--- config.mk ---
export PLATFORM = sky130hd
export DESIGN_NAME = servo_frame_sched
export DESIGN_NICKNAME = d
export VERILOG_FILES = /design/src/rtl/servo_frame_sched.sv
export SDC_FILE = /design/constraint.sdc
export NUM_CORES = 1
export LEC_CHECK = 0
export CAP_MARGIN = 40
export CORE_MARGIN = 2
export CORE_UTILIZATION = 40
export DETAILED_ROUTE_END_ITERATION = 7
export PLACE_DENSITY = 0.64
export SYNTH_ARGS = -nofsm -noshare
export SYNTH_HDL_FRONTEND = slang
export SYNTH_SLANG_ARGS = --single-unit
--- constraint.sdc ---
create_clock -name clk -period 2.4 [get_ports clk]
set_clock_uncertainty 0.2 [all_clocks]
set_input_delay 0.24 -clock clk [delete_from_list [all_inputs] [get_ports clk]]
set_output_delay 0.24 -clock clk [all_outputs]
set_load 0.01 [all_outputs]
--- src/rtl/servo_frame_sched.sv ---
// Staggered servo PWM frame scheduler: one pulse per channel slot per frame,
// width commands staged as pending and committed together at each frame start.

module servo_frame_ch #(
    parameter int DEFAULT_TICKS = 60
) (
    input  logic       clk,
    input  logic       rst_n,
    input  logic       commit,
    input  logic       load,
    input  logic [7:0] load_width,
    output logic [7:0] width,
    output logic       pv
);
    logic [7:0] act;
    logic [7:0] pend;

    // Width a pulse starting this cycle must use: the pending value wins on a commit edge.
    assign width = (commit && pv) ? pend : act;

    always_ff @(posedge clk or negedge rst_n) begin
        if (!rst_n) begin
            act  <= 8'(DEFAULT_TICKS);
            pend <= 8'(DEFAULT_TICKS);
            pv   <= 1'b0;
        end else begin
            if (commit && pv) begin
                act <= pend;
                pv  <= 1'b0;
            end
            if (load) begin
                pend <= load_width;
                pv   <= 1'b1;
            end
        end
    end
endmodule

module servo_frame_sched #(
    parameter int NUM_CH        = 4,
    parameter int FRAME_TICKS   = 800,
    parameter int SLOT_TICKS    = 100,
    parameter int MIN_TICKS     = 40,
    parameter int MAX_TICKS     = 80,
    parameter int DEFAULT_TICKS = 60
) (
    input  logic                      clk,
    input  logic                      rst_n,
    input  logic                      tick,
    input  logic                      en,
    input  logic                      cmd_valid,
    output logic                      cmd_ready,
    input  logic [$clog2(NUM_CH)-1:0] cmd_ch,
    input  logic [7:0]                cmd_width,
    output logic                      cmd_clamped,
    output logic [NUM_CH-1:0]         servo_pwm,
    output logic                      frame_start
);
    localparam int CW = $clog2(NUM_CH);
    localparam int SW = $clog2(SLOT_TICKS + 1);
    localparam int FW = $clog2(FRAME_TICKS + 1);
    localparam logic [SW-1:0] SLOT_LAST  = SW'(SLOT_TICKS - 1);
    localparam logic [FW-1:0] FRAME_LAST = FW'(FRAME_TICKS - 1);
    localparam logic [CW-1:0] CH_LAST    = CW'(NUM_CH - 1);
    localparam logic [7:0]    MIN_W      = 8'(MIN_TICKS);
    localparam logic [7:0]    MAX_W      = 8'(MAX_TICKS);

    typedef enum logic [1:0] {IDLE, PULSE, GAP, TAIL} state_t;

    state_t                   state, state_d;
    logic [CW-1:0]            ch, ch_d, ch_inc;
    logic [7:0]               wcnt, wcnt_d;
    logic [SW-1:0]            scnt, scnt_d;
    logic [FW-1:0]            fcnt, fcnt_d;
    logic [NUM_CH-1:0]        pwm_d;
    logic [NUM_CH-1:0][7:0]   width;
    logic [NUM_CH-1:0]        pv;
    logic [NUM_CH-1:0]        load;
    logic                     ch_ok, sel_pv, accept, clamp_hit;
    logic [7:0]               clamp_w;
    logic                     frame_end, go;

    // Channel indices beyond NUM_CH are always ready and simply dropped.
    always_comb begin
        ch_ok  = 1'b0;
        sel_pv = 1'b0;
        for (int k = 0; k < NUM_CH; k++) begin
            if (cmd_ch == CW'(k)) begin
                ch_ok  = 1'b1;
                sel_pv = pv[k];
            end
        end
    end

    assign cmd_ready = !sel_pv;
    assign accept    = cmd_valid && cmd_ready;

    always_comb begin
        clamp_w   = cmd_width;
        clamp_hit = 1'b0;
        if (cmd_width < MIN_W) begin
            clamp_w   = MIN_W;
            clamp_hit = 1'b1;
        end else if (cmd_width > MAX_W) begin
            clamp_w   = MAX_W;
            clamp_hit = 1'b1;
        end
    end

    for (genvar k = 0; k < NUM_CH; k++) begin : g_ch
        assign load[k] = accept && (cmd_ch == CW'(k));
        servo_frame_ch #(.DEFAULT_TICKS(DEFAULT_TICKS)) u_ch (
            .clk        (clk),
            .rst_n      (rst_n),
            .commit     (go),
            .load       (load[k]),
            .load_width (clamp_w),
            .width      (width[k]),
            .pv         (pv[k])
        );
    end

    // Frame wrap can land in GAP when the last slot ends exactly on the frame boundary.
    assign frame_end = tick && (fcnt == FRAME_LAST) &&
                       ((state == TAIL) ||
                        (state == GAP && scnt == SLOT_LAST && ch == CH_LAST));
    assign go        = en && ((state == IDLE && tick) || frame_end);
    assign ch_inc    = ch + 1'b1;

    always_ff @(posedge clk or negedge rst_n) begin
        if (!rst_n) begin
            state       <= IDLE;
            ch          <= '0;
            wcnt        <= '0;
            scnt        <= '0;
            fcnt        <= '0;
            servo_pwm   <= '0;
            frame_start <= 1'b0;
            cmd_clamped <= 1'b0;
        end else begin
            state       <= state_d;
            ch          <= ch_d;
            wcnt        <= wcnt_d;
            scnt        <= scnt_d;
            fcnt        <= fcnt_d;
            servo_pwm   <= pwm_d;
            frame_start <= go;
            cmd_clamped <= accept && ch_ok && clamp_hit;
        end
    end

    always_comb begin
        state_d = state;
        ch_d    = ch;
        wcnt_d  = wcnt;
        scnt_d  = scnt;
        fcnt_d  = fcnt;
        case (state)
            IDLE: fcnt_d = '0;
            PULSE: if (tick) begin
                fcnt_d = fcnt + 1'b1;
                scnt_d = scnt + 1'b1;
                wcnt_d = wcnt - 1'b1;
                if (wcnt == 8'd1) state_d = GAP;
            end
            GAP: if (tick) begin
                fcnt_d = fcnt + 1'b1;
                scnt_d = scnt + 1'b1;
                if (scnt == SLOT_LAST) begin
                    if (ch != CH_LAST) begin
                        ch_d    = ch_inc;
                        scnt_d  = '0;
                        wcnt_d  = width[ch_inc];
                        state_d = PULSE;
                    end else if (frame_end) begin
                        fcnt_d  = '0;
                        state_d = IDLE;
                    end else begin
                        state_d = TAIL;
                    end
                end
            end
            TAIL: if (tick) begin
                fcnt_d = fcnt + 1'b1;
                if (frame_end) begin
                    fcnt_d  = '0;
                    state_d = IDLE;
                end
            end
            default: state_d = IDLE;
        endcase
        if (go) begin
            state_d = PULSE;
            ch_d    = '0;
            scnt_d  = '0;
            fcnt_d  = '0;
            wcnt_d  = width[0];
        end
    end

    always_comb begin
        pwm_d = '0;
        if (state_d == PULSE) pwm_d[ch_d] = 1'b1;
    end
endmodule

==> results of run 1 <==
==> power by group through the flow <==
stage               logic [mW]  registers [mW]  clock network [mW]
CTS                       2.59            2.72                1.62
global placement          2.32            2.72                   0
global route              3.02            2.80                1.68
detailed placement        2.39            2.75                   0
finish                    2.76            2.73                1.58
floorplan                 1.36            2.68                   0
==> cell type report <==
type                            instances  area [sq um]  area share (%)
Timing Repair Buffer                  122          1070            14.9
Clock buffer                            9           225            3.13
Clock inverter                          7          90.1            1.25
Inverter                               30           119            1.65
Timing Repair inverter                  1          7.51           0.104
Sequential cell                       103          2620            36.3
Tap cell                              176           220            3.06
Multi-Input combinational cell        398          2850            39.6
==> cell families after synthesis <==
group,synth area share (%)
flip-flops,48.8
adder cells (fa/ha/maj),2.80
AO/OA/AOI/OAI,19.8
AND/OR/NAND/NOR,19.3
multiplexers,5.60
XOR/XNOR,0.163
buffers and inverters,3.52
==> cells in the final DEF (no fill, tap or decap), drive strengths merged, types with 9 or more instances in the layout <==
cell type / Yosys / final
a21oi: 23 / 23
a22o: 9 / 9
and2: 9 / 9
and3: 9 / 9
buf: 8 / 100
clkbuf: 11 / 10
clkdlybuf4s50: 0 / 19
dfrtp: 71 / 71
dfstp: 32 / 32
ha: 12 / 12
inv: 29 / 31
mux2: 21 / 21
nand2: 79 / 79
nand3: 14 / 14
nand4: 10 / 10
nor2: 27 / 27
nor3: 9 / 9
o211ai: 14 / 14
o21ai: 48 / 48
o22ai: 9 / 9
==> routing by layer <==
layer  GRT usage, %  part of all wire [%]
met5              0                     0
met1           28.0                    44
met2           35.8                    48
met3           5.28                   5.1
met4           8.97                   2.8
==> per-stage QoR <==
| step | hold slack, ps | utilization, % |
|---|---|---|
| 2_1_floorplan | -256 | - |
| 3_3_place_gp | -42.1 | 49.1 |
| 3_5_place_dp | -43.8 | 49.1 |
| 4_1_cts | 104 | 53.3 |
| 5_1_grt | 116 | 54.6 |
| 6_report | 105 | 54.6 |
==> state kept, by name, summed over array words and instances (netlist names) <==
signal and flops:
g_ch.u_ch.act 32, fcnt 10, ch 2, state 2, wcnt 8, g_ch.u_ch.pend 32
cmd_clamped 1, frame_start 1, scnt 7, g_ch.u_ch.pv 4, servo_pwm 4
==> how the worst max path moves through the flow <==
stage	cells after the start	endpoint	slack, ps
after detailed placement	7	wcnt[7]$_DFFE_PN0P_	-400
after floorplan	8	wcnt[7]$_DFFE_PN0P_	-120
after global placement	7	wcnt[7]$_DFFE_PN0P_	-400
final	7	wcnt[7]$_DFFE_PN0P_	-130
after global routing	8	wcnt[7]$_DFFE_PN0P_	-230
after CTS	7	wcnt[7]$_DFFE_PN0P_	-110
==> what timing repair did <==
action | in CTS | in global routing
hold endpoints to repair | 75 | 0
buffers inserted | 5 | 1
hold buffers | 1 | 0
endpoints found under the setup margin | 30 | 29
gates resized for setup | 48 | 32
cloned | 1 | 1
pin swaps | 21 | 12
==> critical path: cells and delay by family, from the launching register on <==
family	cells	cell delay [ps]
AO/OA/AOI/OAI	3	650
flip-flops	1	370
multiplexers	1	300
adder cells (fa/ha/maj)	1	180
AND/OR/NAND/NOR	2	720
==> impl_metrics.yaml, run 1 <==
outcome:
  outcome: "finished with violations"
  violations: "negative setup slack"
synth:
  synthDistinctLibCells: 67
  synth_area_leaders: "dfrtp_1 33%, dfstp_2 16%, nand2_1 5.5%"
  syn_inst: 550
  yosysSeqAreaShare_pct: 48.8
  synth_common_cells: "79 x nand2_1, 71 x dfrtp_1, 47 x o21ai_0"
  yosys_warnings: 0
  synth.most_common_cell: "nand2_1"
  synth_area_sq_um: 5370
  synth-async-reset-ratio_pct: 100
  synth_top_area_share_pct: 33.1
  synth_edf_count: 0
  yosysTopAreaCell: "dfrtp_1"
  syn-num-nets: 577
  syn_avg_cell_area_sq_um: 9.76
  ys_seq_elements: 103
  synth_flop_cell: "dfrtp_1"
critical_path:
  critPathMaxStageDelay_ps: 510
  cp.arrival_ps: 2590
  crit_type: "flop to flop"
  ff2ff_setup_slack_ps: -130
  worstPathCellList: "ha_2 -> nand4_1 -> or4_4 -> o21a_4 -> mux2_4 -> o22a_1 -> a32o_1"
  ff2ff_path_depth: 7
  slowest_stage: "or4_4"
  r2r-start: "fcnt[1]$_DFFE_PN0P_"
  endpoint_kind: "flop"
  worstPathRequired_ps: 2460
  cp_max_fo: 5
  start_kind: "flop"
  worstSetupStartpoint: "fcnt[1]$_DFFE_PN0P_"
  r2r-end: "wcnt[7]$_DFFE_PN0P_"
grt:
  grt_max_degree: 41
  grt_pass1_wl_um: 24400
  grtUsageTotal_pct: 21.9
  first_global_vias: 4879
  antenna_found_initial: 0
  gr-total-overflow: 0
power:
  peakVddDrop_v: 0.000648
  internal_power_mw: 4.59
  swShare_pct: 35.0
  p_leak_nw: 3.18
  p_seq_share_pct: 38.6
  p_switching_mw: 2.48
  power_density_nw_per_um2: 981
  pwr-share-clk_pct: 22.3
  power_frac_comb_pct: 39.0
  p_total_mw: 7.07
clock_network:
  clkTransAtPathRegs_ps: 80
  cts_buffers: 9
  clockBufferDepth: 2
  cts_tree: "built"
  clock_sinks: 103
  worstSkewPairLatency_ps: 370
  root_buffer: "clkbuf_16"
  cts_max_level: 3
place:
  gp_congestion: 0.873
  placed_cell_area_sq_um: 6470
  portBuffers: 21
  dp.cells: 821
  hpwl_um: 10600
  pre_cts_ws_ps: -404
timing:
  layout_setup_ws_ps: -132
  min_period_ps: 2530
  tightest_slew_ps: 713
  rsz0062_at_grt: "yes"
  fin_crit_sh_pct: 106
  report.final.slew_viol_count: 0
  slew_headroom_pct: 52.3
  finalSetupViolCount: 10
  tns_ps: -555
  fmaxAchievable_mhz: 395
  hold_violations: 0
route:
  drt_iter0_markers: 321
  drc_errors: 0
  wl_per_cell_um: 17.5
  dr.pass1.iters: 5
  drt-total-wl_um: 14800
  avgViaCountPerCell: 5.51
  num_vias: 4660
  drtAntennaViolNets: 0
die:
  die_x_um: 120
  dieArea_sq_um: 14400
  core.rowCount: 42
  num_io_pins: 22
  start_util_pct: 40.7
  die_h_um: 120
  coreArea_sq_um: 13200
final_layout:
  layout.nets: 692
  final_cell_area_sq_um: 7200
  synthToLayoutAreaGrowth_pct: 34.2
  drive_above_1_share_pct: 34.2
  final_cell_count_no_fill: 846
  n_fill_cell: 1152
  n_antenna_cell: 0
run:
  drv_cap: 0
hold_path:
  min_path_type: "input pin to asynchronous set/reset pin"
(Power assumes the default switching activity.)
==> run 2, diff against run 1 <==
Settings changed: CTS_CLUSTER_DIAMETER from default to 50.
==> results of run 2 <==
Same layout as run 1: the final DEF is identical, and so are final timing and power.
